===== config.mk =====
export PLATFORM = sky130hd
export DESIGN_NAME = conv_operand_feeder_flat
export DESIGN_NICKNAME = d
export VERILOG_FILES = /design/src/rtl/conv_operand_feeder_if.sv /design/src/rtl/conv_operand_feeder.sv /design/src/flat_wrapper.sv
export SDC_FILE = /design/constraint.sdc
export NUM_CORES = 1
export LEC_CHECK = 0
export CAP_MARGIN = 20
export CORE_MARGIN = 4
export CORE_UTILIZATION = 30
export DETAILED_ROUTE_END_ITERATION = 10
export GPL_ROUTABILITY_DRIVEN = 1
export GPL_TIMING_DRIVEN = 0
export MAX_ROUTING_LAYER = met4
export PLACE_DENSITY = 0.49
export SLEW_MARGIN = 40
export SYNTH_ARGS = -nofsm -noshare
export SYNTH_HDL_FRONTEND = slang
export SYNTH_SLANG_ARGS = --single-unit

===== constraint.sdc =====
create_clock -name clk -period 7.64 [get_ports clk]
set_input_delay 1.146 -clock clk [delete_from_list [all_inputs] [get_ports clk]]
set_output_delay 1.146 -clock clk [all_outputs]
set_load 0.02 [all_outputs]

===== src/rtl/conv_operand_feeder_if.sv =====
// Operand pair handshake between the convolution operand feeder and the MAC.
// The feeder drives matched (data, weight) pairs; the MAC answers with pair_ready.
interface conv_operand_feeder_if #(
  parameter int DATA_W = 16
);
  logic [DATA_W-1:0] data;
  logic [DATA_W-1:0] weight;
  logic              pair_valid;
  logic              pair_ready;

  modport master (output data, output weight, output pair_valid, input pair_ready);
  modport slave  (input data, input weight, input pair_valid, output pair_ready);
endinterface


===== src/rtl/conv_operand_feeder.sv =====
// Walks one KxKxC receptive field, issues feature/weight buffer reads and
// delivers matched operand pairs to the MAC through a 2-entry bypass FIFO.
module conv_operand_feeder #(
  parameter int ADDR_W = 16,
  parameter int DATA_W = 16
) (
  input  logic              clk,
  input  logic              rst,
  input  logic              start,
  input  logic [ADDR_W-1:0] window_base,
  input  logic [ADDR_W-1:0] weight_base,
  input  logic [15:0]       img_w,
  input  logic [ADDR_W-1:0] plane_size,
  input  logic [3:0]        ksize,
  input  logic [11:0]       channels,
  output logic [ADDR_W-1:0] data_addr,
  output logic [ADDR_W-1:0] weight_addr,
  output logic              rd_en,
  input  logic [DATA_W-1:0] data_q,
  input  logic [DATA_W-1:0] weight_q,
  conv_operand_feeder_if.master mac,
  output logic              conv_ready,
  output logic [31:0]       op_num,
  output logic              busy,
  output logic              done
);

  typedef enum logic [1:0] {IDLE, ISSUE, DRAIN} state_t;

  state_t            state;
  logic [3:0]        k_r;
  logic [11:0]       c_r;
  logic [ADDR_W-1:0] img_w_r;
  logic [ADDR_W-1:0] plane_r;
  logic [3:0]        kx;
  logic [3:0]        ky;
  logic [11:0]       ch;
  logic [ADDR_W-1:0] row_ptr;
  logic [ADDR_W-1:0] chan_ptr;
  logic [19:0]       pairs_left;

  logic              vld_p0;
  logic              vld_p1;
  logic [DATA_W-1:0] fifo_d [2];
  logic [DATA_W-1:0] fifo_w [2];
  logic              wr_ptr;
  logic              rd_ptr;
  logic [1:0]        count;

  logic [7:0]        k_sq;
  logic [19:0]       n_total;
  logic              last_kx;
  logic              last_ky;
  logic              last_c;
  logic              bypass;
  logic              xfer;
  logic              push;
  logic              pop_mem;

  // Multiplier only feeds op_num / pair count, never the address path.
  assign k_sq    = 8'(ksize) * 8'(ksize);
  assign n_total = 20'(k_sq) * 20'(channels);

  assign last_kx = (kx == k_r - 4'd1);
  assign last_ky = (ky == k_r - 4'd1);
  assign last_c  = (ch == c_r - 12'd1);

  // p0: read issue, throttled so held pairs plus in-flight reads never exceed 2
  assign vld_p0      = (state == ISSUE) && ((count + {1'b0, vld_p1}) < 2'd2);
  assign rd_en       = vld_p0;

  // p1: read data returns; it bypasses the FIFO when nothing older is queued
  assign bypass         = (count == 2'd0) && vld_p1;
  assign mac.pair_valid = (count != 2'd0) || vld_p1;
  assign mac.data       = bypass ? data_q   : fifo_d[rd_ptr];
  assign mac.weight     = bypass ? weight_q : fifo_w[rd_ptr];
  assign xfer           = mac.pair_valid && mac.pair_ready;
  assign push           = vld_p1 && !(bypass && mac.pair_ready);
  assign pop_mem        = xfer && (count != 2'd0);

  always_ff @(posedge clk or posedge rst) begin
    if (rst) begin
      vld_p1    <= 1'b0;
      fifo_d[0] <= '0;
      fifo_d[1] <= '0;
      fifo_w[0] <= '0;
      fifo_w[1] <= '0;
      wr_ptr    <= 1'b0;
      rd_ptr    <= 1'b0;
      count     <= 2'd0;
    end else begin
      vld_p1 <= vld_p0;
      if (push) begin
        fifo_d[wr_ptr] <= data_q;
        fifo_w[wr_ptr] <= weight_q;
        wr_ptr         <= ~wr_ptr;
      end
      if (pop_mem) rd_ptr <= ~rd_ptr;
      count <= count + {1'b0, push} - {1'b0, pop_mem};
    end
  end

  always_ff @(posedge clk or posedge rst) begin
    if (rst) begin
      state       <= IDLE;
      k_r         <= '0;
      c_r         <= '0;
      img_w_r     <= '0;
      plane_r     <= '0;
      kx          <= '0;
      ky          <= '0;
      ch          <= '0;
      row_ptr     <= '0;
      chan_ptr    <= '0;
      pairs_left  <= '0;
      data_addr   <= '0;
      weight_addr <= '0;
      op_num      <= '0;
      conv_ready  <= 1'b0;
      busy        <= 1'b0;
      done        <= 1'b0;
    end else begin
      conv_ready <= 1'b0;
      done       <= 1'b0;
      case (state)
        IDLE: begin
          if (start) begin
            k_r     <= ksize;
            c_r     <= channels;
            img_w_r <= ADDR_W'(img_w);
            plane_r <= plane_size;
            if (ksize == 4'd0 || channels == 12'd0) begin
              done <= 1'b1;
            end else begin
              op_num      <= 32'(n_total) - 32'd1;
              pairs_left  <= n_total;
              conv_ready  <= 1'b1;
              busy        <= 1'b1;
              kx          <= '0;
              ky          <= '0;
              ch          <= '0;
              data_addr   <= window_base;
              row_ptr     <= window_base;
              chan_ptr    <= window_base;
              weight_addr <= weight_base;
              state       <= ISSUE;
            end
          end
        end
        ISSUE: begin
          if (xfer) pairs_left <= pairs_left - 20'd1;
          if (vld_p0) begin
            weight_addr <= weight_addr + ADDR_W'(1);
            if (!last_kx) begin
              kx        <= kx + 4'd1;
              data_addr <= data_addr + ADDR_W'(1);
            end else if (!last_ky) begin
              kx        <= '0;
              ky        <= ky + 4'd1;
              row_ptr   <= row_ptr + img_w_r;
              data_addr <= row_ptr + img_w_r;
            end else if (!last_c) begin
              kx        <= '0;
              ky        <= '0;
              ch        <= ch + 12'd1;
              chan_ptr  <= chan_ptr + plane_r;
              row_ptr   <= chan_ptr + plane_r;
              data_addr <= chan_ptr + plane_r;
            end else begin
              state <= DRAIN;
            end
          end
        end
        DRAIN: begin
          if (xfer) begin
            pairs_left <= pairs_left - 20'd1;
            if (pairs_left == 20'd1) begin
              done  <= 1'b1;
              busy  <= 1'b0;
              state <= IDLE;
            end
          end
        end
        default: state <= IDLE;
      endcase
    end
  end

endmodule

===== src/flat_wrapper.sv =====
// flat-port wrapper written by rule: the top's interface ports become plain ports
module conv_operand_feeder_flat 
#(
  parameter int ADDR_W = 16,
  parameter int DATA_W = 16
)
  (clk, rst, start, window_base, weight_base, img_w, plane_size, ksize, channels, data_addr, weight_addr, rd_en, data_q, weight_q, conv_ready, op_num, busy, done, mac_data, mac_weight, mac_pair_valid, mac_pair_ready);
  conv_operand_feeder_if #(.DATA_W(DATA_W)) mac_i ();
  input  logic clk;
  input  logic rst;
  input  logic start;
  input  logic [ADDR_W-1:0] window_base;
  input  logic [ADDR_W-1:0] weight_base;
  input  logic [15:0] img_w;
  input  logic [ADDR_W-1:0] plane_size;
  input  logic [3:0] ksize;
  input  logic [11:0] channels;
  output logic [ADDR_W-1:0] data_addr;
  output logic [ADDR_W-1:0] weight_addr;
  output logic rd_en;
  input  logic [DATA_W-1:0] data_q;
  input  logic [DATA_W-1:0] weight_q;
  output logic conv_ready;
  output logic [31:0] op_num;
  output logic busy;
  output logic done;
  output wire logic [$bits(mac_i.data)-1:0] mac_data;
  output wire logic [$bits(mac_i.weight)-1:0] mac_weight;
  output wire logic [$bits(mac_i.pair_valid)-1:0] mac_pair_valid;
  input wire logic [$bits(mac_i.pair_ready)-1:0] mac_pair_ready;
  assign mac_data = mac_i.data;
  assign mac_weight = mac_i.weight;
  assign mac_pair_valid = mac_i.pair_valid;
  assign mac_i.pair_ready = mac_pair_ready;
  conv_operand_feeder #(.ADDR_W(ADDR_W), .DATA_W(DATA_W)) u_core (.clk(clk), .rst(rst), .start(start), .window_base(window_base), .weight_base(weight_base), .img_w(img_w), .plane_size(plane_size), .ksize(ksize), .channels(channels), .data_addr(data_addr), .weight_addr(weight_addr), .rd_en(rd_en), .data_q(data_q), .weight_q(weight_q), .mac(mac_i), .conv_ready(conv_ready), .op_num(op_num), .busy(busy), .done(done));
endmodule

Word-level counts from Yosys, hierarchy flattened:

Index checks and enable logic that the tools add are counted.

* flip-flop bits (word level): 258
* input bits: 116
* output and inout bits: 101
* logic and storage cells: 170

* add/sub/neg operators: 14
* $mul: 2
* magnitude comparators: 4
* equality and inequality tests: 18
* multiplexer cells: 74
* bitwise operators: 5
* reductions and logical operators: 28

Operators with widths (number)
* 16-bit 2-to-1 mux: 23
* 16-bit one-hot mux with 2 select lines: 4
* 12-bit 2-to-1 mux: 6
* 32-bit bitwise mux: 2
* 20-bit 2-to-1 mux: 3
* 20-bit one-hot mux with 2 select lines: 1
* 4-bit 2-to-1 mux: 9
* 16-bit by 1-bit adder with 16-bit output (second input constant): 2
* 16-bit adder: 2
* 12-bit one-hot mux with 2 select lines: 1
* 20-bit by 1-bit subtractor with 21-bit output (second input constant): 1
* 20-bit by 1-bit == test with 1-bit output (second input constant): 1
* 8-bit by 12-bit multiplier with 20-bit output: 1
* 20-bit by 1-bit subtractor with 20-bit output (second input constant): 1
* 16-bit demux with 1-bit select: 1
* 2-bit 2-to-1 mux: 8
* 4-bit one-hot mux with 2 select lines: 2
* 2-bit by 1-bit inequality test with 1-bit output (second input constant): 7
* 12-bit by 1-bit adder with 12-bit output (second input constant): 1
* 12-bit == test: 1
* 12-bit logical NOT: 1
* 12-bit by 1-bit subtractor with 12-bit output (second input constant): 1
* 1-bit 2-to-1 mux: 11
* 5-bit AND reduction: 2
* 31 further kinds: 53

Logic depth before layout (Yosys ltp):

* depth after elaboration: 7
* depth in mapped cells: 26
* mapped depth without buffers: 25

Least setup slack after synthesis:

No wires, ideal clock.

* path type: input-to-reg
* start point: in ksize[0]
* end point: reg u_core.op_num[19]
* library setup time: 0.141 ns
* data arrival time: 7.597 ns
* data required time: 7.499 ns
* path slack: -0.098 ns
* cell stages on the path: 25
* path buffers: 2
* cell sequence: clkbuf_1 and3_1 ha_1 a21o_1 a21oi_1 nor2b_1 o31a_1 clkbuf_1 and2_1 fa_1 inv_1 fa_1 fa_1 fa_1 inv_1 ha_1 a21o_1 nand2_1 a31oi_4 a31oi_1 or4_4 or4_4 or3_4 o311ai_0 a31oi_1

* word-level cells in the longest chain between the ends: 4
* elaborated cells on any way between the ends: 7
* classes of those cells: add/sub (1); mul (2); bitwise (1); reduce/logical (3)

Ends and longest elaborated chain
* start, declared: line flat_wrapper.sv:16 `input logic [3:0] ksize;`
* branches (longest 4 deep; another with 20-bit by 1-bit subtractor with 21-bit output)
* end signal, assigned: line conv_operand_feeder.sv:135 `op_num <= 32'(n_total) - 32'd1;`
* end, declared: line conv_operand_feeder.sv:23 `output logic [31:0] op_num,`

Several ways; the timed one is not identified.
A chain may end at the register's enable or synchronous reset.

Worst setup path in the final report:

* start point: in ksize[2]
* end point: reg u_core.op_num[19]

Same word-level chain as after synthesis.

==> results.toml <==
[pwr]
pwr-share-comb = 0.610
swShare = 0.459
power_density_nw_per_um2 = 466
switchingPower_mw = 4.66
leakage_nw = 9.28
pwr-share-seq = 0.241
peakVddDrop_uv = 221
clockPowerShare = 0.149
intPower_mw = 5.50

[die]
coreArea_um2 = 56700
dieWidth_um = 248
rows = 87
io_pins = 217
initial_utilization = 0.305
die-area_um2 = 61500
die_h_um = 248

[final_layout]
final_nets = 2374
fillCellCount = 5742
syn_to_final_growth_pct = 26.2
multi_input_area_um2 = 10300
ff_latch_area_um2 = 6180
layout_commonest_cell = "dfrtp_1"
finalInstanceArea_um2 = 21800
instances_no_fill = 2890
drive_above_1_share = 0.116
final_cell_mix = "dfrtp_1, clkdlybuf4s50_1, nand2_1, o21ai_0, mux2_2"

[sta]
period_needed_ns = 7.41
final_max_slew_viol_count = 0
relSlewSlack = 0.443
fmax_ghz = 0.135
finalCritPeriodShare = 0.970
tightest_slew_ns = 0.836
finClkSkew_ns = 0.0127
finalSetupViolCount = 0
final_hold_viol_count = 0

[placed_design]
placed_cell_area_um2 = 20600
place_inst = 2829
gp_congestion = 0.918
dp_hpwl_um = 41700
io_buffers = 212

[detailed_routing]
detail-route-antenna-nets = 0
routedWlPerCell_um = 18.6
drt_iter0_markers = 658
via_per_inst = 5.06
drcViolationCount = 0
vias = 14636
drtPass1Iterations = 6
wl_um = 53900

[synthesis]
syn_nets = 2111
synth.distinct_cells = 77
async_flop_share = 1.00
syn_area_um2 = 17300
avgSynthCellArea_um2 = 9.34
ys_seq_elements = 247
synth_cells = 1849
yosysSeqAreaShare = 0.358
synthFlopType = "dfrtp_1"
synth-edff-count = 0
synth_warnings = 0

[global_route]
grt-ovfl-total = 0
grt_max_degree = 25
globalRouteTotalUtil = 0.179
grt_pass1_vias = 14861
grt_antenna_before_repair = 1
grt_pass1_wl_um = 85400

[worst_setup_path]
critPathKind = "in -> reg"
cp.arrival_ns = 7.91
cp-start-kind = "input pin"
path_buf_inv = 4
slowest_stage = "fa_1"
crit_path_frequent_cell = "fa_1"
cpPeakStageDelay_ns = 0.56
crit_required_ns = 8.13
cp_max_fo = 10
worst_setup_path_end_kind = "flip-flop"
cp_top_family = "adder cells"

[clocking]
hold_buffers = 0
h-tree-depth = 1
cts_tree = "built"
path_clk_slew_ns = 0.06
clk_latency_ns = 0.57
numCtsBuffers = 31
clock-sinks = 247
cts-root-buf = "clkbuf_16"
clock_path_buffers = 3

[run]
cap_viol_max_count = 0

[worst_hold_path]
hp-class = "reg -> reg"

[outcome]
status = "complete, no violations"
[flip-flops by register name (all words and copies together) (netlist names), 20 cells and up]
register           cells
u_core.op_num         21
u_core.pairs_left     20
u_core.fifo_d         32
u_core.fifo_w         32
[path summary, 6_finish.rpt]
kind                                              endpoint  slack (ns)                          start  cells after the start
setup / recovery             u_core.op_num[19]$_DFFE_PP0P_        0.23                       ksize[2]                     26
setup reg to reg           u_core.data_addr[1]$_DFFE_PP0P_        3.85      u_core.c_r[0]$_DFFE_PP0P_                     13
min in group asynchronous   u_core.plane_r[12]$_DFFE_PP0P_        0.95                            rst                      3
max in group asynchronous    u_core.op_num[17]$_DFFE_PP0P_        5.54                            rst                      8
hold / removal               u_core.op_num[14]$_DFFE_PP0P_        0.48  u_core.op_num[14]$_DFFE_PP0P_                      2
hold reg to reg              u_core.op_num[14]$_DFFE_PP0P_        0.48  u_core.op_num[14]$_DFFE_PP0P_                      2
[cell usage after synthesis, types with 4 or more instances]
cell        n  share of area
dfrtp_1   247           0.36
nand2_1   183          0.040
o21ai_0   137          0.040
mux2_2    119          0.078
inv_1     113          0.025
a21oi_1   111          0.032
nor2_1    104          0.023
ha_1       94          0.068
and2_1     71          0.026
clkbuf_1   67          0.015
xnor2_1    60          0.030
fa_1       52          0.060
nand3_1    47          0.014
mux2i_1    40          0.023
xor2_1     35          0.018
nor3_1     33         0.0096
nor2b_1    26         0.0094
a31oi_1    25         0.0091
o22ai_1    23         0.0083
and3_1     22         0.0080
a21o_1     16         0.0070
a211oi_1   15         0.0065
buf_4      13         0.0056
nand4_1    13         0.0047
o21a_1     13         0.0056
buf_1      12         0.0026
nor4_1     12         0.0043
or3_1      12         0.0043
o31ai_1    10         0.0043
nand2b_1    9         0.0033
a21boi_0    8         0.0035
buf_2       8         0.0023
o211ai_1    8         0.0035
o32ai_1     8         0.0041
o21bai_1    6         0.0026
or2_2       5         0.0018
or4_1       5         0.0022
a221oi_1    4         0.0020
nand3b_1    4         0.0017
o31a_1      4         0.0020
[power groups by stage]
stage	clock, mW	sequential (mW)	combinational, mW
3_3_place_gp	0	2.45	6.04
2_1_floorplan	0	2.47	4.04
3_5_place_dp	0	2.46	6.13
6_report	1.51	2.45	6.20
4_1_cts	1.56	2.45	6.22
5_1_grt	1.60	2.53	6.87
[cell families after synthesis]
family / share of synthesized area
adders and majority gates: 0.128
AOI/OAI and AO/OA: 0.153
and+or+nand+nor: 0.158
DFF: 0.358
muxes: 0.101
xor gates and xnor gates: 0.0521
buffers and inverters: 0.0497
[per-layer routing]
metal,up-vias,track usage,wire length [um]
met1,7178,0.238,24700
met4,0,0.0436,1380
met2,369,0.292,25300
met3,88,0.0251,2490
met5,-,-,0
li1,7001,-,-
[tightest hold or removal path: cells and delay by family, from the launching register on]
family           cells  cell delay (ns)
AO/OA/AOI/OAI        1             0.06
flip-flops           1             0.34
AND/OR/NAND/NOR      1             0.05
[cell type report]
type	count	area share
Tap cell	756	0.0434
Multi-Input combinational cell	1389	0.474
Inverter	113	0.0196
Clock inverter	10	0.00608
Sequential cell	247	0.283
Timing Repair Buffer	230	0.111
Clock buffer	44	0.0410
Antenna cell	1	0.000115
Buffer	100	0.0217
[per-stage QoR]
stage	power [mW]	hold WS [ns]	setup TNS, ns	setup slack [ns]	utilization
5_1_grt	11.0	0.508	-0.00977	-0.00977	0.384
3_3_place_gp	8.49	0.468	-17.72	-1.66	0.359
2_1_floorplan	6.51	0.455	0	0.0623	-
4_1_cts	10.2	0.492	-0.00966	-0.00966	0.384
6_report	10.2	0.481	0	0.227	0.384
3_5_place_dp	8.59	0.479	-14.74	-1.31	0.364
[timing repair]
item | CTS | global route
buffers inserted | 5 | 1
setup endpoints to repair | 14 | 10
pin swaps | 4 | 6
gates resized for setup | 23 | 11
cloned | 0 | 0
hold endpoints to repair | 0 | 0
(Power assumes the default switching activity.)
